===== config.mk =====
export PLATFORM = sky130hd
export DESIGN_NAME = alu_sequencer
export DESIGN_NICKNAME = d
export VERILOG_FILES = /design/src/rtl/alu_sequencer.sv
export SDC_FILE = /design/constraint.sdc
export NUM_CORES = 1
export LEC_CHECK = 0
export ABC_AREA = 1
export CELL_PAD_IN_SITES_DETAIL_PLACEMENT = 1
export CELL_PAD_IN_SITES_GLOBAL_PLACEMENT = 2
export CORE_MARGIN = 5
export CORE_UTILIZATION = 22
export CTS_BUF_LIST = sky130_fd_sc_hd__clkbuf_16
export CTS_CLUSTER_DIAMETER = 80
export CTS_CLUSTER_SIZE = 40
export DETAILED_ROUTE_END_ITERATION = 6
export MAX_ROUTING_LAYER = met4
export PLACE_DENSITY = 0.79
export SKIP_CTS_REPAIR_TIMING = 1
export SLEW_MARGIN = 10
export SYNTH_ARGS = -nofsm -noshare
export SYNTH_HDL_FRONTEND = slang
export SYNTH_SLANG_ARGS = --single-unit
export TNS_END_PERCENT = 5

===== constraint.sdc =====
create_clock -name clk -period 1.8 [get_ports clk]
set_clock_uncertainty 0.05 [all_clocks]
set_input_delay 0.36 -clock clk [delete_from_list [all_inputs] [get_ports clk]]
set_output_delay 0.36 -clock clk [all_outputs]
set_load 0.02 [all_outputs]

===== src/rtl/alu_sequencer.sv =====
// alu_sequencer: fetch/decode/exec/wb control FSM (imem req/ack in, rf read/write addresses and ALU opcode out, owns pc, busy/halted status and retired count)
module alu_sequencer #(
  parameter int PC_W  = 8,
  parameter int CNT_W = 16
) (
  input  logic             clk,
  input  logic             rst,
  input  logic             start,
  output logic             imem_req,
  output logic [PC_W-1:0]  imem_addr,
  input  logic             imem_ack,
  input  logic [17:0]      imem_rdata,
  output logic [4:0]       rf_raddr0,
  output logic [4:0]       rf_raddr1,
  output logic [2:0]       alu_opcode,
  input  logic             alu_change_pc,
  output logic             rf_we,
  output logic [4:0]       rf_waddr,
  output logic [PC_W-1:0]  pc,
  output logic             busy,
  output logic             halted,
  output logic [CNT_W-1:0] retired
);
  typedef enum logic [2:0] {IDLE, FETCH, DECODE, EXEC, WB, HALT} state_t;
  state_t state, state_d;
  logic [PC_W-1:0] pc_d, off, pc_inc;
  logic [CNT_W-1:0] ret_d, ret_inc;
  logic [17:0] instr, instr_d;
  logic [2:0] op;
  logic [4:0] rd, rs0, rs1;
  logic rd_phase, op_phase;
  assign op = instr[17:15];
  assign rd = instr[14:10];
  assign rs0 = instr[9:5];
  assign rs1 = instr[4:0];
  assign off = PC_W'($signed(rd));
  assign pc_inc = pc + PC_W'(1);
  assign ret_inc = retired + CNT_W'(1);
  assign rd_phase = (state == DECODE) || (state == EXEC) || (state == WB);
  assign op_phase = (state == EXEC) || (state == WB);
  assign imem_req = state == FETCH;
  assign imem_addr = pc;
  assign rf_raddr0 = rd_phase ? rs0 : 5'd0;
  assign rf_raddr1 = rd_phase ? rs1 : 5'd0;
  assign alu_opcode = op_phase ? op : 3'd0;
  assign rf_we = state == WB;
  assign rf_waddr = rf_we ? rd : 5'd0;
  assign busy = rd_phase || (state == FETCH);
  assign halted = state == HALT;
  always_comb begin
    state_d = state;
    pc_d = pc;
    ret_d = retired;
    instr_d = instr;
    case (state)
      IDLE: state_d = start ? FETCH : IDLE;
      FETCH: begin
        instr_d = imem_ack ? imem_rdata : instr;
        state_d = imem_ack ? DECODE : FETCH;
      end
      DECODE: state_d = EXEC;
      EXEC: begin
        state_d = op[2] ? WB : (op == 3'd1 ? HALT : FETCH);
        ret_d = op[2] ? retired : ret_inc;
        pc_d = (op[2] || op == 3'd1) ? pc : ((op[1] && alu_change_pc) ? pc + off : pc_inc);
      end
      WB: begin
        state_d = FETCH;
        pc_d = pc_inc;
        ret_d = ret_inc;
      end
      default: state_d = state;
    endcase
  end
  always_ff @(posedge clk) begin
    if (rst) begin
      state <= IDLE;
      pc <= '0;
      retired <= '0;
      instr <= '0;
    end else begin
      state <= state_d;
      pc <= pc_d;
      retired <= ret_d;
      instr <= instr_d;
    end
  end
endmodule


==> results of run 1 <==
[worst register-to-register path: cells and delay by family (launching register included)]
kind	cells	cell delay, ns
buffers and inverters	4	0.51
AOI/OAI and AO/OA	3	0.34
DFF	1	0.36
and+or+nand+nor	3	0.35
[logic make-up after synthesis]
family                     after synthesis
adders and majority gates               10
DFF                                     45
xor gates and xnor gates                 3
buffers and inverters                   81
AOI/OAI and AO/OA                       97
and+or+nand+nor                        166
[metal layers]
metal | vias to the layer above | part of all wire [%]
met2 | 49 | 48
li1 | 1482 | -
met4 | 0 | 0.91
met3 | 5 | 3.8
met1 | 1336 | 47
met5 | - | 0
[synth_stat cells]
cell type	n
o211ai_1	1
nand3_2	2
nor2_1	45
nand3_1	23
a21oi_1	52
nand2_2	1
buf_4	8
nand3b_1	2
o21a_1	1
clkbuf_1	5
o21bai_1	1
buf_2	5
dfxtp_1	45
xnor2_1	2
inv_1	59
xor2_1	1
ha_1	9
o21ai_4	1
nand4_1	6
nand2_1	76
a31oi_1	1
o21ai_0	40
nor3_1	8
nor2_4	1
nor3_2	1
fa_1	1
inv_2	4
nand3_4	1
[registers in the layout (all words and copies together) (netlist names)]
| register | count |
|---|---|
| instr | 18 |
| retired | 16 |
| imem_addr | 8 |
| state | 3 |
[area by class of cell]
| class | instances | area [sq um] | area share, % |
|---|---|---|---|
| well taps | 147 | 183.9 | 4.636 |
| flip-flops and latches | 45 | 907.1 | 22.86 |
| multi-input cells | 276 | 1425 | 35.92 |
| clock inverters | 3 | 41.29 | 1.041 |
| inverters | 63 | 236.5 | 5.960 |
| clock buffers | 5 | 125.1 | 3.154 |
| repair buffers | 106 | 1044 | 26.30 |
| repair inverters | 1 | 5.005 | 0.1261 |
[how the worst min path moves through the flow]
stage,end,from
global route,instr[3],instr[3]
detailed placement,instr[3],instr[3]
global placement,instr[6],instr[6]
CTS,instr[3],instr[3]
floorplan,instr[0],instr[0]
finish,instr[8],instr[8]
[placed cells by master (no fill, tap or decap), drive strengths merged, types with 2 or more instances in the layout]
master / synthesis / layout
xnor2: 2 / 2
ha: 9 / 9
clkbuf: 5 / 8
nand3: 26 / 26
dfxtp: 45 / 45
nor2: 46 / 46
nand3b: 2 / 2
clkinvlp: 0 / 2
clkdlybuf4s50: 0 / 40
nand4: 6 / 6
inv: 63 / 63
dlymetal6s2s: 0 / 21
o21ai: 41 / 41
nand2: 77 / 77
buf: 13 / 42
nor3: 9 / 9
a21oi: 52 / 52
[power breakdown]
group	internal, mW	total (mW)	leakage (nW)	switching [mW]
logic	0.180	0.392	1.49	0.212
clock network	0.651	1.05	0.0775	0.403
registers	1.04	1.07	0.367	0.0252
==> results.ini, run 1 <==
[synth]
syn_avg_cell_area_sq_um=6.549
synth_area_sq_um=2633
synth_xor_area_share_pct=0.9981
synth_area_leader_cell=dfxtp_1
yosysSeqAreaShare_pct=34.22
synth_nets=435
synth.area.top_cells=dfxtp_1 (34%), nand2_1 (11%), a21oi_1 (9.9%), inv_1 (8.4%), o21ai_0 (7.6%)
synth_compound_area_share_pct=19.20
synth_mux_area_share_pct=0
ys_ff_latch=45
synthSimpleGateAreaFrac_pct=27.61
yosys_warnings=0
synth_top_family_by_area=simple AND/OR/NAND/NOR gates
synthCells=402
synth_cell_types=28
synth_fa_ha_area_share_pct=5.038
yosysTopAreaCellShare_pct=34.22

[sta]
fin_tns_setup_ns=-0.2759
period_share_pct=105.0
tightest_slew_ns=0.4580
period_needed_ns=1.890
rsz0062_at_grt=yes
holdWs_ns=0.4018
fin_ws_ns=-0.08978
hold_viol=0
relSlewSlack_pct=69.23
drv_slew=0
fmax_mhz=529.2
setup_violations=5

[worst_setup_path]
cp_top_family=buffers and inverters
critPathBufInv=5
path_class=register to output pin
startpoint=state[1]
cp.arrival_ns=1.48
cp_slowest_cell=dfxtp_2
reg2reg_from=state[2]
critPathMostFrequentCell=buf_4
endpoint_kind=output pin
reg2regPathDepth=10
endpoint=rf_raddr0[2]
max_stage_delay_ns=0.33
r2r_setup_slack_ns=0.14
path_cells=inv_2 > buf_4 > o21ai_4 > clkinvlp_2 > buf_6 > nor2_1 > buf_4
cp.depth=7
required_ns=1.39
worst_setup_path_start_kind=register
worstReg2RegEnd=retired[7]
crit_fanout=6

[global_routing]
gr-usage-all-layers_pct=12.64
grt_max_degree=37
grt_pass1_wl_um=14510
antenna_found_initial=0
grt_overflow=0
grtUsageMet1_pct=16.01
top_usage_layer=met2
met2_usage_pct=20.81
first_global_vias=2923
use_met3_pct=2.802

[clock_tree]
cts_tree=done
clk_pin_slew_worst_paths_ns=0.06
htree_num_levels=2
cts_made_buffers=5
max-clock-path-buffers=2
clock_sinks=45
clock_latency_ns=0.29
cts_root_buf=clkbuf_16

[floorplanning]
ioPinCount=77
die_h_um=119.4
core-area_sq_um=11860
dieArea_sq_um=14250
fp.dieW_um=119.4
initial_core_util_pct=22.19
core.rowCount=40

[drt]
routed-via-count=2872
firstDrtPassIters=4
wirelength_um=8753
via_per_inst=4.446
drt-wirelength-per-cell_um=13.55
detail-route-antenna-nets=0
detail_route.iter0.violations=96
drc=0

[pwr]
power.leakage_nw=1.939
p_total_mw=2.511
p_per_area_nw_per_um2=632.9
peakVddDrop_uv=329.1

[flow_run]
max-cap-violations=0

[finish]
drive_gt1_share_pct=15.43
n_fill_cell=1461
syn2layout_area_growth_pct=50.71
n_antenna_cell=0
final_nets=531
layout.cells.non_filler=646
stdcell_area_sq_um=3968
postLayoutCoreUtil_pct=33.45

[placement]
numPlacedInstances=635
dpl_cell_area_sq_um=3722
dp_hpwl_um=6781
portBuffers=76
routabilityCongestion=0.7957
pre_cts_ws_ns=-0.1689

[status]
failed_checks=setup timing
status=finished with violations

[worst_hold_path]
min_path_type=register to register
worstHoldPathCells=2

Note: power is estimated with default switching activity, not from simulation.
==> run 2, diff against run 1 <==
--- a/config.mk
+++ b/config.mk
@@ -8,7 +8,7 @@
 export ABC_AREA = 1
 export CELL_PAD_IN_SITES_DETAIL_PLACEMENT = 1
 export CELL_PAD_IN_SITES_GLOBAL_PLACEMENT = 2
-export CORE_MARGIN = 5
+export CORE_MARGIN = 1.5
 export CORE_UTILIZATION = 22
 export CTS_BUF_LIST = sky130_fd_sc_hd__clkbuf_16
 export CTS_CLUSTER_DIAMETER = 80
==> results.ini, run 2 (synthesis gave the netlist of run 1 again) <==
[worst_hold_path]
min_path_type=register to register

[sta]
holdWs_ns=0.4063
hold_viol=0
relSlewSlack_pct=68.51
fin_tns_setup_ns=0
setup_violations=0
fin_ws_ns=0.03301
tightest_slew_ns=0.4688
period_needed_ns=1.767
period_share_pct=98.17
fmax_mhz=565.9
rsz0062_at_grt=yes
drv_slew=0

[clock_tree]
clk_pin_slew_worst_paths_ns=0.07
cts_root_buf=clkbuf_16
max-clock-path-buffers=2
clock_sinks=45
htree_num_levels=2
clock_latency_ns=0.28
cts_tree=done
cts_made_buffers=5

[status]
status=finished with violations
failed_checks=DRC

[pwr]
p_total_mw=2.502
p_sw_share_pct=25.47
switching_power_mw=0.6373
power.leakage_nw=1.810
peakVddDrop_uv=515.5
p_clk_share_pct=42.3
power_frac_seq_pct=42.6
comb_power_share_pct=15.1
p_int_mw=1.864
p_per_area_nw_per_um2=641.7

[drt]
routed.top_layer=met4
route.met2.wl_um=4089
drc=4
via_per_inst=4.465
drt-wirelength-per-cell_um=13.13
wl_met3_um=339
m1WireLength_um=3963
detail_route.iter0.violations=79
wirelength_um=8467
routed-via-count=2880
firstDrtPassIters=7
detail-route-antenna-nets=0

[worst_setup_path]
required_ns=1.39
crit_fanout=6
max_stage_delay_ns=0.60
path_class=register to output pin
path_cells=buf_4 > clkdlybuf4s50_1
cp.arrival_ns=1.36
cp_slowest_cell=clkdlybuf4s50_1
endpoint_kind=output pin
worst_setup_path_start_kind=register

[floorplanning]
dieArea_sq_um=12630
core-area_sq_um=11560
initial_core_util_pct=22.76
core.rowCount=39
ioPinCount=77
die_h_um=112.4
fp.dieW_um=112.4

[finish]
final_common_cell=nand2_1
postLayoutCoreUtil_pct=33.71
drive_gt1_share_pct=17.13
stdcell_area_sq_um=3899
layout.cells.non_filler=645
n_antenna_cell=0
largest_reg_flops=18
final_cell_mix=nand2_1 (76), inv_1 (57), a21oi_1 (51)
final_nets=534
top_register=instr
syn2layout_area_growth_pct=48.10

[placement]
dpl_cell_area_sq_um=3762
dp_hpwl_um=6700
numPlacedInstances=637
portBuffers=76
pre_cts_ws_ns=-0.2385
routabilityCongestion=0.7921

[global_routing]
gr-usage-all-layers_pct=13.94
antenna_found_initial=0
grt_max_degree=37
grt_pass1_wl_um=13990
grt_overflow=0
first_global_vias=2940

[flow_run]
max-cap-violations=0

## run 2: cell types whose count changed in the layout (fill, tap and decap cells not counted), moves of 4 or more
cell,change
dlymetal6s2s_1,-8
buf_4,+7
buf_6,-4
clkbuf_2,+5
## run 2: power by group through the flow
stage               Clock, mW  Combinational (mW)  Sequential, mW
floorplan                   0               0.190            1.09
global placement            0               0.378            1.09
detailed placement          0               0.388            1.09
CTS                      1.09               0.390            1.07
global route             1.12               0.418            1.07
finish                   1.06               0.377            1.07
## run 2: worst paths after layout
kind,start,end,slack (ns),depth (start not counted)
worst min register to register,instr[6],instr[6],0.41,2
worst max register to register,state[2],retired[7],0.12,10
worst max-delay path,imem_addr[0],pc[0],0.03,2
worst min-delay path,instr[6],instr[6],0.41,2
## run 2: cell type report
cell class	count	area (sq um)
multi-input combinational	276	1408
inverter	63	236.5
fill	1438	7666
timing repair buffer	110	1003
sequential	45	905.9
clock inverter	3	41.29
tap	143	178.9
clock buffer	5	125.1
## run 2: layer usage
layer / vias to the layer above / track usage [%]
met1: 1334 / 17.02
met2: 53 / 24.05
li1: 1487 / -
met3: 6 / 2.754
met5: - / -
met4: 0 / 2.785
## run 2: worst max-delay path, delay by kind of cell, from the launching register on
kind     cells  cell delay (ns)
buf+inv      2             0.74
flops        1             0.34
